<file path="src/rtl/recarga_pkg.sv">
// Package: recarga_pkg
// Shared types and constants for the recharge kiosk controller.
//   estado_t        : controller states (idle, accumulating, delivering, refunding)
//   CRED_W          : width of the credit register
//   CARGA_W         : width of the carrega/troco outputs consumed by the turnstile
//   CRED_MAX_PADRAO : default maximum credit per load
//   TIMEOUT_PADRAO  : default idle cycles in ACUMULA before auto-cancel
package recarga_pkg;

    typedef enum logic [1:0] {
        OCIOSO,
        ACUMULA,
        ENTREGA,
        DEVOLVE
    } estado_t;

    localparam int CRED_W          = 3;
    localparam int CARGA_W         = 2;
    localparam int CRED_MAX_PADRAO = 3;
    localparam int TIMEOUT_PADRAO  = 10;

endpackage

</file>
<file path="src/rtl/recarga_cartao_detector_borda.sv">
// Module: detector_borda
// Registered rising-edge detector for N level inputs.
//   clk_2  : clock, all updates on posedge
//   reset  : synchronous active-high; loads the history with the current
//            levels so that releasing reset never produces an edge
//   nivel  : input levels
//   borda  : one-cycle pulse per input, one cycle after the level rises
module detector_borda
    import recarga_pkg::*;
#(
    parameter int N = 3
) (
    input  logic         clk_2,
    input  logic         reset,
    input  logic [N-1:0] nivel,
    output logic [N-1:0] borda
);

    logic [N-1:0] anterior;

    // NOTE: sequential state is updated with non-blocking assignments so every
    // register samples the pre-edge values, independent of statement order.
    always_ff @(posedge clk_2) begin
        if (reset) begin
            anterior <= nivel;
            borda    <= '0;
        end else begin
            anterior <= nivel;
            borda    <= nivel & ~anterior;
        end
    end

endmodule

</file>
<file path="src/rtl/recarga_cartao.sv">
// Module: recarga_cartao
// Recharge kiosk controller feeding the turnstile's carrega1/carrega2 inputs.
// Accepts unit coins, then on confirm emits a one-cycle load pulse (1..CRED_MAX)
// to the selected passenger, or returns the credit as change on cancel/timeout.
//   clk_2    : clock, all updates on posedge
//   reset    : synchronous active-high
//   moeda    : coin level (rising edge = one unit)
//   sel      : 0 = passenger 1, 1 = passenger 2, sampled when confirm is acted on
//   confirma : confirm level (rising edge)
//   cancela  : cancel level (rising edge)
//   carrega1 : load value for card 1, nonzero for one cycle
//   carrega2 : load value for card 2, nonzero for one cycle
//   credito  : credit accumulated in the current transaction
//   troco    : change returned, nonzero for one cycle
//   rejeita  : one-cycle pulse when a coin is refused
//   ocupado  : high while delivering or refunding
module recarga_cartao
    import recarga_pkg::*;
#(
    parameter int CRED_MAX = CRED_MAX_PADRAO,
    parameter int TIMEOUT  = TIMEOUT_PADRAO
) (
    input  logic               clk_2,
    input  logic               reset,
    input  logic               moeda,
    input  logic               sel,
    input  logic               confirma,
    input  logic               cancela,
    output logic [CARGA_W-1:0] carrega1,
    output logic [CARGA_W-1:0] carrega2,
    output logic [CRED_W-1:0]  credito,
    output logic [CARGA_W-1:0] troco,
    output logic               rejeita,
    output logic               ocupado
);

    localparam int CNT_W = $clog2(TIMEOUT + 1);

    // Credit is copied into the 2-bit load/change outputs by truncation.
    generate
        if (CRED_MAX < 1 || CRED_MAX > 3) begin : g_cred_max_invalido
            $error("CRED_MAX must be in 1..3 to fit the 2-bit carrega width");
        end
    endgenerate

    logic [2:0] borda;
    logic       moeda_b, confirma_b, cancela_b;

    detector_borda #(.N(3)) u_borda (
        .clk_2 (clk_2),
        .reset (reset),
        .nivel ({cancela, confirma, moeda}),
        .borda (borda)
    );

    assign moeda_b    = borda[0];
    assign confirma_b = borda[1];
    assign cancela_b  = borda[2];

    estado_t              estado, estado_nx;
    logic [CNT_W-1:0]     ocioso_cnt, ocioso_cnt_nx;
    logic [CRED_W-1:0]    credito_nx;
    logic [CARGA_W-1:0]   carrega1_nx, carrega2_nx, troco_nx;
    logic                 rejeita_nx, ocupado_nx;

    // NOTE: every signal assigned here gets a default first, so no path leaves
    // a value unassigned and no latch is inferred.
    always_comb begin
        estado_nx     = estado;
        credito_nx    = credito;
        ocioso_cnt_nx = ocioso_cnt;
        carrega1_nx   = '0;
        carrega2_nx   = '0;
        troco_nx      = '0;
        rejeita_nx    = 1'b0;
        ocupado_nx    = 1'b0;

        unique case (estado)
            OCIOSO: begin
                if (moeda_b) begin
                    credito_nx    = CRED_W'(1);
                    ocioso_cnt_nx = '0;
                    estado_nx     = ACUMULA;
                end
            end

            ACUMULA: begin
                if (cancela_b) begin
                    estado_nx  = DEVOLVE;
                    troco_nx   = credito[CARGA_W-1:0];
                    ocupado_nx = 1'b1;
                    rejeita_nx = moeda_b;
                end else if (confirma_b && credito != '0) begin
                    // The load pulse is registered on the same edge that
                    // enters ENTREGA, so sel is captured right here.
                    estado_nx  = ENTREGA;
                    ocupado_nx = 1'b1;
                    rejeita_nx = moeda_b;
                    if (sel) carrega2_nx = credito[CARGA_W-1:0];
                    else     carrega1_nx = credito[CARGA_W-1:0];
                end else if (moeda_b) begin
                    ocioso_cnt_nx = '0;
                    if (credito < CRED_W'(CRED_MAX)) credito_nx = credito + CRED_W'(1);
                    else                            rejeita_nx = 1'b1;
                end else if (confirma_b) begin
                    ocioso_cnt_nx = '0;
                end else if (ocioso_cnt == CNT_W'(TIMEOUT - 1)) begin
                    // This is the TIMEOUT-th consecutive cycle without an edge.
                    estado_nx  = DEVOLVE;
                    troco_nx   = credito[CARGA_W-1:0];
                    ocupado_nx = 1'b1;
                end else begin
                    ocioso_cnt_nx = ocioso_cnt + CNT_W'(1);
                end
            end

            ENTREGA, DEVOLVE: begin
                // Edges are dropped here; a coin is still acknowledged as refused.
                estado_nx  = OCIOSO;
                credito_nx = '0;
                rejeita_nx = moeda_b;
            end

            default: estado_nx = OCIOSO;
        endcase
    end

    always_ff @(posedge clk_2) begin
        if (reset) begin
            estado     <= OCIOSO;
            credito    <= '0;
            ocioso_cnt <= '0;
            carrega1   <= '0;
            carrega2   <= '0;
            troco      <= '0;
            rejeita    <= 1'b0;
            ocupado    <= 1'b0;
        end else begin
            estado     <= estado_nx;
            credito    <= credito_nx;
            ocioso_cnt <= ocioso_cnt_nx;
            carrega1   <= carrega1_nx;
            carrega2   <= carrega2_nx;
            troco      <= troco_nx;
            rejeita    <= rejeita_nx;
            ocupado    <= ocupado_nx;
        end
    end

endmodule

</file>
<file path="config.mk">
export PLATFORM = sky130hd
export DESIGN_NAME = recarga_cartao
export DESIGN_NICKNAME = d
export VERILOG_FILES = /design/src/rtl/recarga_pkg.sv /design/src/rtl/recarga_cartao_detector_borda.sv /design/src/rtl/recarga_cartao.sv
export SDC_FILE = /design/constraint.sdc
export NUM_CORES = 1
export LEC_CHECK = 0
export CAP_MARGIN = 5
export CORE_MARGIN = 1
export CORE_UTILIZATION = 49
export DETAILED_ROUTE_END_ITERATION = 12
export PLACE_DENSITY = 0.75
export SLEW_MARGIN = 20
export SYNTH_ARGS = -nofsm -noshare
export SYNTH_HDL_FRONTEND = slang
export SYNTH_SLANG_ARGS = --single-unit
</file>
<file path="constraint.sdc">
create_clock -name clk_2 -period 2.1 [get_ports clk_2]
set_clock_uncertainty 0.1 [all_clocks]
set_input_delay 0.42 -clock clk_2 [delete_from_list [all_inputs] [get_ports clk_2]]
set_output_delay 0.42 -clock clk_2 [all_outputs]
set_load 0.01 [all_outputs]
</file>
### Yosys cells after proc, flatten, opt, wreduce, memory -nomap -nowiden

Cells that the tools add are included.
Widths: inputs -> output; s select.

| cells by class | value |
|---|---|
| bitwise gates (word level) | 5 |
| add/subtract/negate cells | 2 |
| eq/ne operators | 13 |
| reductions and logical operators | 11 |
| magnitude comparators | 1 |
| multiplexer cells | 35 |

Operator list:

| kind | count |
|---|---|
| $mux 4 | 6 |
| $mux 2 | 11 |
| $mux 3 | 5 |
| $ne 4x3->1 const B | 3 |
| $reduce_and 5->1 | 2 |
| $reduce_or 5->1 | 2 |
| $mux 1 | 9 |
| $pmux 3 s3 | 1 |
| $pmux 4 s2 | 1 |
| $ne 2x2->1 const B | 3 |
| $pmux 2 s3 | 1 |
| $add 4x1->4 const B | 1 |
| $eq 2x2->1 const B | 2 |
| $eq 4x4->1 const B | 1 |
| $ne 2x1->1 const B | 2 |
| $ne 4x2->1 const B | 1 |
| $reduce_and 4->1 | 1 |
| $reduce_or 2->1 | 2 |
| $add 3x1->3 const B | 1 |
| $and 3x3->3 | 1 |
| $lt 3x2->1 const B | 1 |
| $not 1->1 | 3 |
| $not 3->3 | 1 |
| $reduce_bool 3->1 | 1 |
| other kinds (5) | 5 |

| word-level totals | value |
|---|---|
| output and inout bits | 11 |
| word-level logic and storage cells | 77 |
| input bits | 6 |
| bits in registers | 23 |

### Logic depth before layout (Yosys ltp)

Gate-level depths: netlist (run 1).

| logic depth | value |
|---|---|
| depth in word-level cells | 7 |
| gate-level depth with buffers | 6 |
| gate-level depth less buffers | 6 |

### Modules after synthesis

From an unflattened synthesis (run 1), not the netlist that was laid out.

| second synthesis, totals | value |
|---|---|
| cell total of the unflattened synthesis | 94 |
| area total of the unflattened synthesis | 949.7 µm² |

By module, submodules not included:

| module | cells each | area an instance (µm²) | instances | seq. area each (µm²) |
|---|---|---|---|---|
| recarga_cartao | 85 | 802.0 | 1 | 340.3 |
| detector_borda | 9 | 147.6 | 1 | 120.1 |

### Least setup slack after synthesis (run 1)

OpenSTA, ideal clock, no wires.

| path | value |
|---|---|
| kind | reg-to-reg |
| start | register credito[0] |
| end | register credito[0] |
| cell stages (with the launch flop) | 7 |
| library setup time | 0.103 ns |
| arrival time | 1.533 ns |
| period minus slack after synthesis | 1.736 ns |
| setup slack | 0.364 ns |
| required time | 1.897 ns |
| path buffers | 0 |
| cells stage by stage | dfxtp_1 inv_1 ha_1 and2b_1 nor2_1 and3_2 a2111oi_2 |

| on the way | value |
|---|---|
| word-level cells in the longest chain between the ends | 6 |
| elaborated cells between the ends (all ways) | 12 |
| those cells by class | add/sub: 1; order compare: 1; eq/ne: 2; mux: 5; reduce/logical: 3 |

RTL lines:

| item | RTL line | source |
|---|---|---|
| start: declaration | recarga_cartao.sv:31 | `output logic [CRED_W-1:0] credito,` |
| start signal: assignment | recarga_cartao.sv:140 | `credito <= credito_nx;` |
| $add 3x1->3 | recarga_cartao.sv:103 | `if (credito < CRED_W'(CRED_MAX)) credito_nx = credito + CRED_W'(1);` |
| $mux 3 | recarga_cartao.sv:103 |  |
| $mux 3 | recarga_cartao.sv:101 | `end else if (moeda_b) begin` |
| $mux 3 | recarga_cartao.sv:93 | `end else if (confirma_b && credito != '0) begin` |
| $mux 3 | recarga_cartao.sv:88 | `if (cancela_b) begin` |
| $pmux 3 s3 | recarga_cartao.sv:78 | `unique case (estado)` |

Several ways; a longest one is shown, not always the timed one. The select of a mux whose other input is x is not followed.
A chain may end at the register's enable or synchronous reset.

### Worst setup path after layout (run 1)

| path | value |
|---|---|
| start | register credito[1] |
| end | output credito[1] |

No word-level cell between the ends.

==> results of run 1 <==
registers in the layout (all words and copies together), names as in the netlist, 2 cells and up:
register / cells
credito: 3
ocioso_cnt: 4
carrega1: 2
carrega2: 2
u_borda.borda: 3
troco: 2
estado: 2
u_borda.anterior: 3
worst paths after layout:
path / start / endpoint / slack, ns
hold / removal: u_borda.anterior[2] / u_borda.borda[2] / 0.29
setup / recovery: credito[1] / credito[1] / 0.24
setup reg to reg: credito[1] / credito[0] / 0.30
hold reg to reg: u_borda.anterior[2] / u_borda.borda[2] / 0.29
area by class of cell:
class                      count  share of cell area
clock buffer                   4              0.0229
sequential                    23               0.401
tap                           25              0.0273
inverter                       5              0.0164
timing repair buffer          18               0.153
multi-input combinational     65               0.379
metal layers:
| layer | wire [um] | part of all wire |
|---|---|---|
| met1 | 782 | 0.44 |
| met4 | 14 | 0.0079 |
| met5 | 0 | 0 |
| met2 | 891 | 0.50 |
| met3 | 79 | 0.045 |
through the flow:
stage | instance area (um2) | utilization | power, mW | setup WS, ns | std cells
after floorplan | 941 | - | 0.494 | 0.364 | 97
after global placement | 1120 | 0.635 | 0.514 | 0.352 | 136
after detailed placement | 1120 | 0.635 | 0.515 | 0.277 | 136
after CTS | 1150 | 0.650 | 0.706 | 0.235 | 140
after global routing | 1150 | 0.650 | 0.735 | 0.150 | 140
final | 1150 | 0.650 | 0.705 | 0.239 | 140
where the power goes:
part	switching, mW	total, mW	internal, mW
Combinational	0.0244	0.0511	0.0267
Clock	0.125	0.199	0.0738
Sequential	0.00995	0.455	0.445
Total	0.159	0.705	0.546
cells in the final DEF (no fill, tap or decap), drive strengths merged, types with 3 or more instances in the layout:
master	count
o21ai	3
a21oi	4
a31oi	3
inv	5
ha	4
nor3b	4
nor2	8
nand2b	6
nand3	3
nand2	5
clkbuf	4
dfxtp	23
nor4	3
clkdlybuf4s50	16
cells by family after synthesis:
| family | after synthesis | synth area share |
|---|---|---|
| flops | 23 | 0.489 |
| simple gates | 39 | 0.238 |
| mux | 1 | 0.0106 |
| compound gates | 20 | 0.152 |
| fa+ha+maj | 4 | 0.0532 |
| buf+inv | 9 | 0.0479 |
| xor+xnor | 1 | 0.00931 |
==> results.tsv, run 1 <==
metric	value	unit
status	finished clean	
Synth Instances	97	
P_leak	0.422	nW
Yosys cell types	36	
class of the tightest hold or removal check	flip-flop to flip-flop	
Synth Net Count	107	
worst path required time	1.58	ns
diode count	0	
core area	1760	um2
Syn Area/Cell	9.70	um2
Tot GR Track Use	0.184	
Clock Path Buffers	2	
Vias	754	
clock-pin slew on the worst setup and hold paths	0.13	ns
CP max-delay cell	clkdlybuf4s50_1	
first-pass GRT wire length	2730	um
initial antenna violation count	0	
Post-Syn Area	941	um2
Setup Fix Bufs, Post-CTS	0	
final net count	126	
most frequent cell after synthesis	dfxtp_1	
Area Overhead vs Synth	21.9	%
worst setup path category	flip-flop to output port	
Initial Util	0.533	
setup tns final	0	ns
M3 GR Usage	0.0397	
power density over the cells	614	nW/um2
synth cell count leaders	23 x dfxtp_1, 8 x nor2_1, 6 x nand2b_1	
DR iter-0 viols	14	
CP Cell Sequence	clkdlybuf4s50_1	
Yosys warnings	0	
die width	45.8	um
most common flop cell mapped by yosys	dfxtp_1	
# DRC	0	
GR Util met1	0.217	
Crit. path cell count	1	
post-synth top area cell	dfxtp_1	
Max Cap Violations	0	
WL/cell	12.6	um
EDFF count, synth	0	
number of hold buffers added after CTS	0	
routed vias/inst	5.39	
die area	2100	um2
total grt overflow	0	
layout cells sized above 1	0.0957	
Worst setup SP type	flip-flop	
post-cts sizing count	0	
worst-path fanout max	7	
CTS Sinks	23	
family with the most delay on the worst path	buffers and inverters	
CTS tree	yes	
sequential area share after synthesis	0.489	
WHS Path Cells	1	
port bufs	16	
cell count of the worst reg-to-reg path	6	
met2 Usage GRT	0.320	
num rows	15	
area of the multi-input gates	435	um2
worst slew pin tran	0.647	ns
largest net degree at the start of global routing	13	
Post-DRT Antenna Nets	0	
top area cells in the synthesized netlist	dfxtp_1 49%, ha_1 5.3%, nand2b_1 4.0%	
worst hold slack	0.294	ns
Max-slew headroom	0.566	
final worst-path cycle share	0.886	
TritonRoute pass-1 iters	4	
number of global-route vias before repair	664	
RSZ-0062 raised after global routing	no	
worst ir drop on vdd	0.000535	V
Synth Register Bits	23	
Fmax	0.537	GHz
top cell type's share of synthesized area	0.489	
CTS buffer count	3	
Max Slew Vio Count	0	
Die Y	45.8	um
GP Congestion	0.839	
Most Used Layer, Global Route	met2	
Finish-stage setup viols	0	
Clk Latency, worst-skew pair	0.30	ns
Critical Path Max Stage Delay	0.58	ns
H-tree Lvls	1	
Final Hold Fails	0	
Buf+Inv Stages, Crit Path	1	
Reg area	460	um2
fillers	163	
HPWL Detailed	1300	um
critical path endpoint category	output port	
Arrival @ worst endpoint	1.34	ns
asr flop ratio synth	0	
drt total wl	1770	um
clk root buf	clkbuf_4	
crit path time final	1.86	ns
I/O pin count	17	
(Power assumes the default switching activity.)
==> run 2: changes to the inputs <==
--- a/config.mk
+++ b/config.mk
@@ -5,11 +5,12 @@
 export SDC_FILE = /design/constraint.sdc
 export NUM_CORES = 1
 export LEC_CHECK = 0
+export ABC_AREA = 1
 export CAP_MARGIN = 5
 export CORE_MARGIN = 1
-export CORE_UTILIZATION = 49
+export CORE_UTILIZATION = 50
 export DETAILED_ROUTE_END_ITERATION = 12
-export PLACE_DENSITY = 0.75
+export PLACE_DENSITY = 0.76
 export SLEW_MARGIN = 20
 export SYNTH_ARGS = -nofsm -noshare
 export SYNTH_HDL_FRONTEND = slang
==> run 2 against run 1 <==
Via count rose by 10%. Synthesized cell count rose by 30%. Critical path depth did not move. Register-to-register slack improved by 0.07 ns. Maximum frequency rose by 2.9%. Wire length fell by 9.3%. Largest power group unchanged.
==> results.tsv, run 2 <==
metric	value	unit
status	finished clean	
number of global-route vias before repair	710	
worst hold slack	0.287	ns
Max-slew headroom	0.791	
Synth Instances	126	
CTS buffer count	3	
P_leak	0.495	nW
CP Cell Sequence	clkdlybuf4s50_1	
CTS tree	yes	
Post-Syn Area	973	um2
worst setup path category	flip-flop to output port	
WL/cell	9.39	um
GP Congestion	0.776	
EDFF count, synth	0	
top area cells in the synthesized netlist	dfxtp_1 47%, nand2_1 11%, nor2_1 6.9%	
area of the multi-input gates	445	um2
power density over the cells	609	nW/um2
most common flop cell mapped by yosys	dfxtp_1	
clock-pin slew on the worst setup and hold paths	0.11	ns
DR iter-0 viols	18	
RSZ-0062 raised after global routing	no	
I/O pin count	17	
Tot GR Track Use	0.186	
Final Power	0.727	mW
num rows	15	
fin util	0.669	
layout cells sized above 1	0.0822	
worst ir drop on vdd	0.000566	V
first-pass GRT wire length	2790	um
Worst setup SP type	flip-flop	
Yosys warnings	0	
fillers	157	
Arrival @ worst endpoint	1.29	ns
Die Y	46.1	um
HPWL Detailed	1310	um
Most flops, register	ocioso_cnt	
Initial Util	0.546	
CP max-delay cell	clkdlybuf4s50_1	
Synth Register Bits	23	
Max Slew Vio Count	0	
number of hold buffers added after CTS	0	
post-cts sizing count	0	
Finish-stage setup viols	0	
top cell type's share of synthesized area	0.473	
post-synth top area cell	dfxtp_1	
die area	2130	um2
drt total wl	1610	um
CTS Sinks	23	
Clk Latency, worst-skew pair	0.30	ns
clk root buf	clkbuf_4	
H-tree Lvls	1	
commonest non-fill, non-tap cells in the layout	28 x nand2_1, 23 x dfxtp_1, 18 x nor2_1, 16 x clkdlybuf4s50_1, 15 x inv_1	
largest net degree at the start of global routing	14	
Setup Fix Bufs, Post-CTS	0	
Fmax	0.553	GHz
Max Cap Violations	0	
initial antenna violation count	0	
core area	1780	um2
Yosys cell types	19	
setup tns final	0	ns
Synth Net Count	136	
Vias	831	
family with the most delay on the worst path	buffers and inverters	
worst slew pin tran	0.311	ns
final net count	157	
asr flop ratio synth	0	
Clock Path Buffers	2	
die width	46.1	um
routed vias/inst	4.86	
diode count	0	
Area Overhead vs Synth	22.5	%
Critical Path Max Stage Delay	0.56	ns
worst-path fanout max	5	
sequential area share after synthesis	0.473	
class of the tightest hold or removal check	flip-flop to flip-flop	
# DRC	0	
crit path time final	1.81	ns
critical path endpoint category	output port	
Post-DRT Antenna Nets	0	
worst path required time	1.58	ns
most frequent cell after synthesis	nand2_1	
Buf+Inv Stages, Crit Path	1	
total grt overflow	0	
max reg flops	4	
TritonRoute pass-1 iters	4	
commonest non-fill, non-tap cell in the layout	nand2_1	
Reg area	460	um2
final worst-path cycle share	0.861	
Syn Area/Cell	7.73	um2
port bufs	16	
Final Hold Fails	0	
synth cell count leaders	28 x nand2_1, 23 x dfxtp_1, 18 x nor2_1	
## run 2: changes by cell type after synthesis, moves of 4 or more
cell,previous run,this run
inv_1,5,15
nand4_1,1,5
nand2_1,5,28
nor3b_1,4,0
nand2b_1,6,0
nor2_1,8,18
nand3_1,3,8
## run 2: layer usage
metal | GRT usage | wire length [um] | vias to the layer above
met5 | 0 | 0 | -
met1 | 0.235 | 712 | 358
met3 | 0.0588 | 110 | 2
met2 | 0.304 | 769 | 24
li1 | - | - | 447
met4 | 0.0529 | 12 | 0
## run 2: cells by family after synthesis
logic type	Yosys count	synth area share
simple gates	69	0.333
compound gates	12	0.0733
fa+ha+maj	4	0.0514
buf+inv	18	0.0694
flops	23	0.473
## run 2: report_power, final
group	total, mW	internal (mW)	switching (mW)
clock	0.188	0.0711	0.117
sequential	0.461	0.449	0.0115
combinational	0.0782	0.0345	0.0437
## run 2: cell type report
| cell class | instances | area share |
|---|---|---|
| Inverter | 18 | 0.0567 |
| Tap cell | 25 | 0.0262 |
| Clock buffer | 3 | 0.0189 |
| Sequential cell | 23 | 0.386 |
| Timing Repair Buffer | 16 | 0.134 |
| Multi-Input combinational cell | 85 | 0.374 |
| Clock inverter | 1 | 0.00420 |
## run 2: worst paths after layout
check / from / endpoint / slack, ns / cells after the start
worst max-delay path: credito[0] / credito[0] / 0.29 / 1
worst min-delay path: u_borda.anterior[2] / u_borda.borda[2] / 0.29 / 1
worst max register to register: credito[0] / credito[1] / 0.37 / 7
worst min register to register: u_borda.anterior[2] / u_borda.borda[2] / 0.29 / 1
## run 2: through the flow
stage	setup slack, ns	std cells	instance area (um2)
2_1_floorplan	0.528	126	973
3_3_place_gp	0.350	167	1160
3_5_place_dp	0.283	167	1160
4_1_cts	0.279	171	1190
5_1_grt	0.193	171	1190
6_report	0.291	171	1190
